### config.mk
export PLATFORM = sky130hd
export DESIGN_NAME = ctrl_pipe_unit
export DESIGN_NICKNAME = d
export VERILOG_FILES = /design/src/rtl/ctrl_pkg.sv /design/src/rtl/ctrl_decode.sv /design/src/rtl/ctrl_pipe_unit.sv
export SDC_FILE = /design/constraint.sdc
export NUM_CORES = 1
export LEC_CHECK = 0
export CAP_MARGIN = 20
export CORE_ASPECT_RATIO = 1.25
export CORE_UTILIZATION = 28
export DETAILED_ROUTE_END_ITERATION = 10
export MAX_ROUTING_LAYER = met4
export SLEW_MARGIN = 15
export SYNTH_ARGS = -nofsm -noshare
export SYNTH_HDL_FRONTEND = slang
export SYNTH_SLANG_ARGS = --single-unit
### constraint.sdc
create_clock -name clk -period 5.4 [get_ports clk]
set_clock_uncertainty 0.2 [all_clocks]
set_input_delay 1.08 -clock clk [delete_from_list [all_inputs] [get_ports clk]]
set_output_delay 1.08 -clock clk [all_outputs]
set_load 0.1 [all_outputs]
### src/rtl/ctrl_pkg.sv
// Shared decode constants for the ID-stage control unit: opcodes, base control encodings, bubble.
package ctrl_pkg;

  localparam logic [5:0] OP_RTYPE = 6'b000000;
  localparam logic [5:0] OP_LW    = 6'b100011;
  localparam logic [5:0] OP_SW    = 6'b101011;
  localparam logic [5:0] OP_BEQ   = 6'b000100;
  localparam logic [5:0] OP_ADDI  = 6'b001000;
  localparam logic [5:0] OP_MUL   = 6'b011100;

  // Minimum-width encodings; the decoder zero-extends to the configured widths.
  typedef struct packed {
    logic [1:0] wb;
    logic [2:0] mem;
    logic [3:0] ex;
  } ctrl_t;

  localparam ctrl_t CTRL_RTYPE  = '{wb: 2'b10, mem: 3'b000, ex: 4'b0010};
  localparam ctrl_t CTRL_LW     = '{wb: 2'b01, mem: 3'b001, ex: 4'b0010};
  localparam ctrl_t CTRL_SW     = '{wb: 2'b00, mem: 3'b010, ex: 4'b0010};
  localparam ctrl_t CTRL_BEQ    = '{wb: 2'b00, mem: 3'b100, ex: 4'b0110};
  localparam ctrl_t CTRL_ADDI   = '{wb: 2'b10, mem: 3'b000, ex: 4'b0011};
  localparam ctrl_t CTRL_MUL    = '{wb: 2'b10, mem: 3'b000, ex: 4'b1000};
  localparam ctrl_t CTRL_BUBBLE = '{wb: 2'b00, mem: 3'b000, ex: 4'b0000};

  // Opcodes whose rt field is a source operand (ADDI and LW write rt instead).
  function automatic logic uses_rt(input logic [5:0] op);
    return (op == OP_RTYPE) || (op == OP_SW) || (op == OP_BEQ) || (op == OP_MUL);
  endfunction

endpackage

### src/rtl/ctrl_decode.sv
// Opcode -> WB/MEM/EX control decode; purely combinational, no backpressure.
module ctrl_decode
  import ctrl_pkg::*;
#(
  parameter int OPW  = 6,
  parameter int WBW  = 2,
  parameter int MEMW = 3,
  parameter int EXW  = 4
) (
  input  logic [OPW-1:0]  opcode,
  output logic [WBW-1:0]  wb,
  output logic [MEMW-1:0] mem,
  output logic [EXW-1:0]  ex,
  output logic            illegal,
  output logic            is_lw,
  output logic            is_mul
);

  ctrl_t dec;

  always_comb begin
    dec     = CTRL_BUBBLE;
    illegal = 1'b0;
    is_lw   = 1'b0;
    is_mul  = 1'b0;
    case (6'(opcode))
      OP_RTYPE: dec = CTRL_RTYPE;
      OP_LW: begin
        dec   = CTRL_LW;
        is_lw = 1'b1;
      end
      OP_SW:   dec = CTRL_SW;
      OP_BEQ:  dec = CTRL_BEQ;
      OP_ADDI: dec = CTRL_ADDI;
      OP_MUL: begin
        dec    = CTRL_MUL;
        is_mul = 1'b1;
      end
      default: illegal = 1'b1;
    endcase
  end

  assign wb  = WBW'(dec.wb);
  assign mem = MEMW'(dec.mem);
  assign ex  = EXW'(dec.ex);

endmodule

### src/rtl/ctrl_pipe_unit.sv
// ID/EX control slice: 1-cycle decode register with load-use and MUL-occupancy hazards.
// Stall is combinational and holds PC/IF-ID; a stalled or flushed slot issues a bubble.
module ctrl_pipe_unit
  import ctrl_pkg::*;
#(
  parameter int OPW      = 6,
  parameter int REGW     = 5,
  parameter int WBW      = 2,
  parameter int MEMW     = 3,
  parameter int EXW      = 4,
  parameter int MULT_LAT = 4
) (
  input  logic            clk,
  input  logic            rst,
  input  logic            in_valid,
  input  logic [OPW-1:0]  opcode,
  input  logic [REGW-1:0] rs,
  input  logic [REGW-1:0] rt,
  input  logic            flush,
  output logic            stall,
  output logic            out_valid,
  output logic [WBW-1:0]  wb_q,
  output logic [MEMW-1:0] mem_q,
  output logic [EXW-1:0]  ex_q,
  output logic            illegal_q
);

  localparam int CW = $clog2(MULT_LAT) + 1;

  localparam logic [0:0] ST_IDLE = 1'b0;
  localparam logic [0:0] ST_BUSY = 1'b1;

  logic [WBW-1:0]  dec_wb;
  logic [MEMW-1:0] dec_mem;
  logic [EXW-1:0]  dec_ex;
  logic            dec_illegal, dec_is_lw, dec_is_mul;

  logic [0:0]      state;
  logic [CW-1:0]   cnt, cnt_dec, cnt_nxt;
  logic            ld_pending;
  logic [REGW-1:0] ld_dest;
  logic            lu, busy, issue;

  ctrl_decode #(.OPW(OPW), .WBW(WBW), .MEMW(MEMW), .EXW(EXW)) u_decode (
    .opcode  (opcode),
    .wb      (dec_wb),
    .mem     (dec_mem),
    .ex      (dec_ex),
    .illegal (dec_illegal),
    .is_lw   (dec_is_lw),
    .is_mul  (dec_is_mul)
  );

  assign lu = in_valid && ld_pending && (ld_dest != '0) &&
              ((ld_dest == rs) || ((ld_dest == rt) && uses_rt(6'(opcode))));
  assign busy  = (state == ST_BUSY);
  assign stall = in_valid && (lu || busy) && !flush;
  assign issue = in_valid && !flush && !stall;

  // Saturating decrement: the counter idles at zero rather than wrapping.
  assign cnt_dec = (cnt != '0) ? cnt - CW'(1) : cnt;

  always_comb begin
    cnt_nxt = cnt_dec;
    if (flush)
      cnt_nxt = '0;
    else if (issue && dec_is_mul)
      cnt_nxt = CW'(MULT_LAT - 1);
  end

  always_ff @(posedge clk or posedge rst) begin
    if (rst) begin
      state      <= ST_IDLE;
      cnt        <= '0;
      ld_pending <= 1'b0;
      ld_dest    <= '0;
      out_valid  <= 1'b0;
      wb_q       <= '0;
      mem_q      <= '0;
      ex_q       <= '0;
      illegal_q  <= 1'b0;
    end else begin
      state      <= (cnt_nxt != '0) ? ST_BUSY : ST_IDLE;
      cnt        <= cnt_nxt;
      ld_pending <= issue && dec_is_lw;
      if (issue) begin
        ld_dest   <= rt;
        out_valid <= 1'b1;
        wb_q      <= dec_wb;
        mem_q     <= dec_mem;
        ex_q      <= dec_ex;
        illegal_q <= dec_illegal;
      end else begin
        out_valid <= 1'b0;
        wb_q      <= WBW'(CTRL_BUBBLE.wb);
        mem_q     <= MEMW'(CTRL_BUBBLE.mem);
        ex_q      <= EXW'(CTRL_BUBBLE.ex);
        illegal_q <= 1'b0;
      end
    end
  end

endmodule

# After elaboration in Yosys (flattened, before gate mapping)
# Cells that the tools add are included.
# op_classes
n_addsub	1
n_eq_ne	7
mux	13
reduce_logical	22
# ops
op	n
9-bit case mux with 6 select lines	1
6-bit equality test, second input constant	2
3-bit 2-to-1 mux	4
5-bit equality test	2
1-bit logical AND	10
6-bit by 3-bit equality test with 1-bit output, second input constant	1
6-bit by 4-bit equality test with 1-bit output, second input constant	1
6-bit by 5-bit equality test with 1-bit output, second input constant	1
6-bit logical NOT	1
1-bit 2-to-1 mux	6
3-bit nonzero test	2
6-bit OR reduction	1
1-bit logical OR	5
5-bit nonzero test	1
4-bit 2-to-1 mux	1
3-bit by 1-bit subtractor with 3-bit output, second input constant	1
1-bit logical NOT	2
2-bit 2-to-1 mux	1
# totals
ff_bits	21
inputBits	20
elab_cells	52

# Logic depth before layout (Yosys ltp)
# logic_depth
depth_word	17
ltp_mapped	7

# By module
# A second synthesis with hierarchy kept.
# unflattened
cells_unflattened	103
area_unflattened_um2	1132.3
# modules_own_cells
mod	instances	cells_per_inst	area_each_um2	seq_area_each_um2
ctrl_pipe_unit	1	84	1001.0	525.5
ctrl_decode	1	19	131.4	0.0

# Least setup slack after synthesis
# No wires, ideal clock.
# synth_timing
path_type	input to output
from	input opcode[2]
to	output stall
arrival_time_ps	4467
slack_ps	-347
stages	6
n_path_buf	0
cell_sequence	or2_4 > or3_1 > a2111o_1 > a21oi_2 > nor2_1 > nor3b_1
# synth_between
elab_chain_len	10
# synth_rtl
item	line	source
from (decl)	ctrl_pipe_unit.sv:16	input logic [OPW-1:0] opcode,
6-bit equality test / 6-bit logical NOT (equally long branches)	ctrl_pkg.sv:28	return (op == OP_RTYPE) || (op == OP_SW) || (op == OP_BEQ) || (op == OP_MUL);
1-bit logical OR (2 in series)	ctrl_pkg.sv:28	
1-bit logical OR (*)	ctrl_pkg.sv:28	
1-bit logical AND (*)	ctrl_pipe_unit.sv:55	((ld_dest == rs) || ((ld_dest == rt) && uses_rt(6'(opcode))));
1-bit logical OR (*)	ctrl_pipe_unit.sv:55	
1-bit logical AND (*)	ctrl_pipe_unit.sv:54	assign lu = in_valid && ld_pending && (ld_dest != '0) &&
1-bit logical OR (*)	ctrl_pipe_unit.sv:57	assign stall = in_valid && (lu || busy) && !flush;
1-bit logical AND (*) (2 in series)	ctrl_pipe_unit.sv:57	
to (decl)	ctrl_pipe_unit.sv:20	output logic stall,
# Every way passes the cells marked *; elsewhere a longest branch is shown, timed or not.

# Final worst setup path
# Same ends and word-level chain as after synthesis.

==> reports/qor.yml <==
global_route:
  grt_pass1_wl_mm: 3.32
  grt.total_usage_pct: 11.0
  grt.overflow.total: 0
  grt_antenna_before_repair: 0
  grt_pass1_vias: 821
  grt_max_degree: 20
floorplanning:
  rows: 24
  die_h_um: 69.2
  die_w_um: 55.7
  fp.coreArea_um2: 3480
  start_util_pct: 29.0
  die_area_um2: 3860
  ioPinCount: 32
logic_synthesis:
  ys_ff_latch: 19
  synthDistinctLibCells: 31
  yosys_warnings: 0
  avgSynthCellArea_um2: 10.6
  synth.cell_area_um2: 1010
  synthAdderAreaFrac_pct: 2.48
  synth_top_family_by_area: "simple AND/OR/NAND/NOR gates"
  ys_seq_area_share_pct: 47.0
  synth-simple-area-share_pct: 20.2
  synth-compound-area-share_pct: 8.29
  synth_xor_xnor_area_share_pct: 9.53
  synthMuxAreaShare_pct: 8.04
  synth_cells: 95
  syn-num-nets: 117
critical_path:
  worstReg2RegStart: "ld_dest[2]$_DFFE_PP0P_"
  cp.arrival_ns: 3.35
  critPathLaunchType: "input port"
  endpoint_kind: "output pin"
  ff2ff_setup_slack_ns: 2.82
  r2r_cells: 5
  cp.required_ns: 4.12
  crit_path_max_fanout: 6
  worst_r2r_endpoint: "ld_dest[1]$_DFFE_PP0P_"
  critical_path_class: "in2out"
place:
  portBuffers: 31
  placed_cells: 162
  placed_area_um2: 1360
  gp_congestion: 0.758
  place_ws_ns: 0.792
  dpl.hpwl_mm: 1.57
power:
  p_total_mw: 0.510
  p_leak_nw: 0.585
  peakVddDrop_mv: 0.167
  powerDensity_nw_per_um2: 363
cts:
  cts.path.max_buffers: 2
  cts_tree: "yes"
  htree_levels: 1
  clk_pin_slew_worst_paths_ns: 0.07
  cts-root-buf: "clkbuf_8"
  ctsHoldBuffers: 0
  clock_sinks: 19
  cts_buffers: 3
  cts-resized-gates: 0
  clk_latency_ns: 0.25
  cts_setup_buffers: 0
timing:
  final-setup-viol-count: 0
  final_hold_viol_count: 0
  fin_crit_sh_pct: 85.7
  fin_tns_setup_ns: 0
  tightest_slew_ns: 0.972
  fin_ws_ns: 0.774
  rsz0062_at_grt: "no"
  slew_violations: 0
  max_freq_mhz: 216
  slew_headroom_pct: 35.0
  finalCriticalPeriod_ns: 4.63
worst_hold_path:
  hold_path_depth: 1
  holdPathEnd: "ld_dest[1]$_DFFE_PP0P_"
  hp-class: "reg2reg"
  holdCritStartpoint: "ld_dest[1]$_DFFE_PP0P_"
flow_run:
  cap_viol_max_count: 0
detailed_routing:
  drtIter0Drc: 14
  drtPass1Iterations: 4
  routed_wl_mm: 1.93
  ant_nets: 0
  viasPerCell: 4.71
  remaining_drc_errors: 0
  vias: 782
  routedWlPerCell_um: 11.6
cells_and_area:
  fin_cells: 166
  insertedDiodeCount: 0
  area_growth_pct: 39.0
  finalNetCount: 150
  final_area_um2: 1410
  layout-drive-gt1-share_pct: 15.0
run_status:
  outcome: "finished clean"
[cell usage in the layout, fill, tap and decap left out, drive strengths merged]
| cell type | count |
|---|---|
| xor2 | 5 |
| nand3 | 4 |
| nor2b | 1 |
| or2 | 3 |
| o21ai | 3 |
| or3 | 2 |
| o211a | 1 |
| xnor2 | 6 |
| clkdlybuf4s50 | 30 |
| and3 | 1 |
| ha | 2 |
| inv | 5 |
| nor3b | 4 |
| nor3 | 3 |
| nand2b | 1 |
| or4 | 1 |
| nand2 | 6 |
| nor2 | 7 |
| clkinv | 1 |
| o32ai | 1 |
| nor4b | 2 |
| a2111o | 1 |
| clkbuf | 3 |
| a21oi | 7 |
| and2 | 1 |
| mux2 | 5 |
| buf | 1 |
| mux2i | 1 |
| dfrtp | 19 |
[layout make-up]
| type | instances | area [um^2] |
|---|---|---|
| Fill cell | 344 | 2080 |
| Clock inverter | 1 | 5.00 |
| Timing Repair Buffer | 31 | 320 |
| Sequential cell | 19 | 475 |
| Inverter | 5 | 18.8 |
| Multi-Input combinational cell | 68 | 495 |
| Tap cell | 39 | 48.8 |
| Clock buffer | 3 | 41.3 |
[cells by family after synthesis]
kind of cell               count (synthesis)
and+or+nand+nor                           36
xor gates and xnor gates                  11
muxes                                      6
buffers and inverters                      8
AOI/OAI and AO/OA                         13
DFF                                       19
adders and majority gates                  2
[metal layers]
metal | GRT usage (%) | share of wire [%]
met1 | 12.3 | 43
met2 | 19.3 | 51
met3 | 2.43 | 5.1
met4 | 3.33 | 0.73
met5 | - | 0
[worst max path at each step]
stage,startpoint,to
floorplan,opcode[2],stall
global placement,opcode[2],stall
detailed placement,opcode[2],stall
CTS,opcode[2],stall
global route,opcode[2],stall
finish,opcode[2],stall
[Yosys cell counts]
cell type	count	share of area, %
dfrtp_1	19	47
nor2_1	7	2.6
a21oi_1	6	3.0
nand2_1	6	2.2
xnor2_1	6	5.2
inv_1	5	1.9
xor2_1	5	4.3
mux2_4	4	5.9
nand3_1	4	2.0
nor3b_1	4	3.0
nor3_1	3	1.5
o21ai_0	3	1.5
buf_4	2	1.5
ha_1	2	2.5
nor4b_1	2	1.7
or2_2	2	1.2
a2111o_1	1	1.1
a21oi_2	1	0.87
and2_1	1	0.62
and3_2	1	0.74
buf_6	1	1.1
mux2_2	1	1.1
mux2i_1	1	0.99
nand2b_1	1	0.62
nor2b_2	1	0.87
o211a_1	1	0.99
o32ai_1	1	0.87
or2_4	1	0.87
or3_1	1	0.62
or3_2	1	0.74
or4_2	1	0.87
[worst max-delay path, cell delays in order]
cell and delay (ns):
clkdlybuf4s50_1 0.49, or2_4 0.31, or3_1 0.35, a2111o_1 0.38, a21oi_2 0.20, nor2_1 0.07
nor3b_2 0.26, buf_12 0.21
[per-stage QoR]
step           utilization (%)  hold slack, ns
2_1_floorplan                -           0.356
6_report                  40.3           0.407
3_3_place_gp              39.0           0.383
3_5_place_dp              39.0           0.385
5_1_grt                   40.3           0.430
4_1_cts                   40.3           0.403
[flip-flops by register name, indices dropped and copies added (netlist names)]
name        flops
busy            1
cnt             3
ex_q            4
illegal_q       1
ld_dest         5
ld_pending      1
mem_q           2
out_valid       1
wb_q            1
[power breakdown]
group / internal (mW) / leakage [nW] / switching (mW)
combinational: 0.106 / 0.311 / 0.0976
clock: 0.0512 / 0.0255 / 0.0450
sequential: 0.175 / 0.248 / 0.0358
total: 0.332 / 0.585 / 0.178
(Power assumes the default switching activity.)
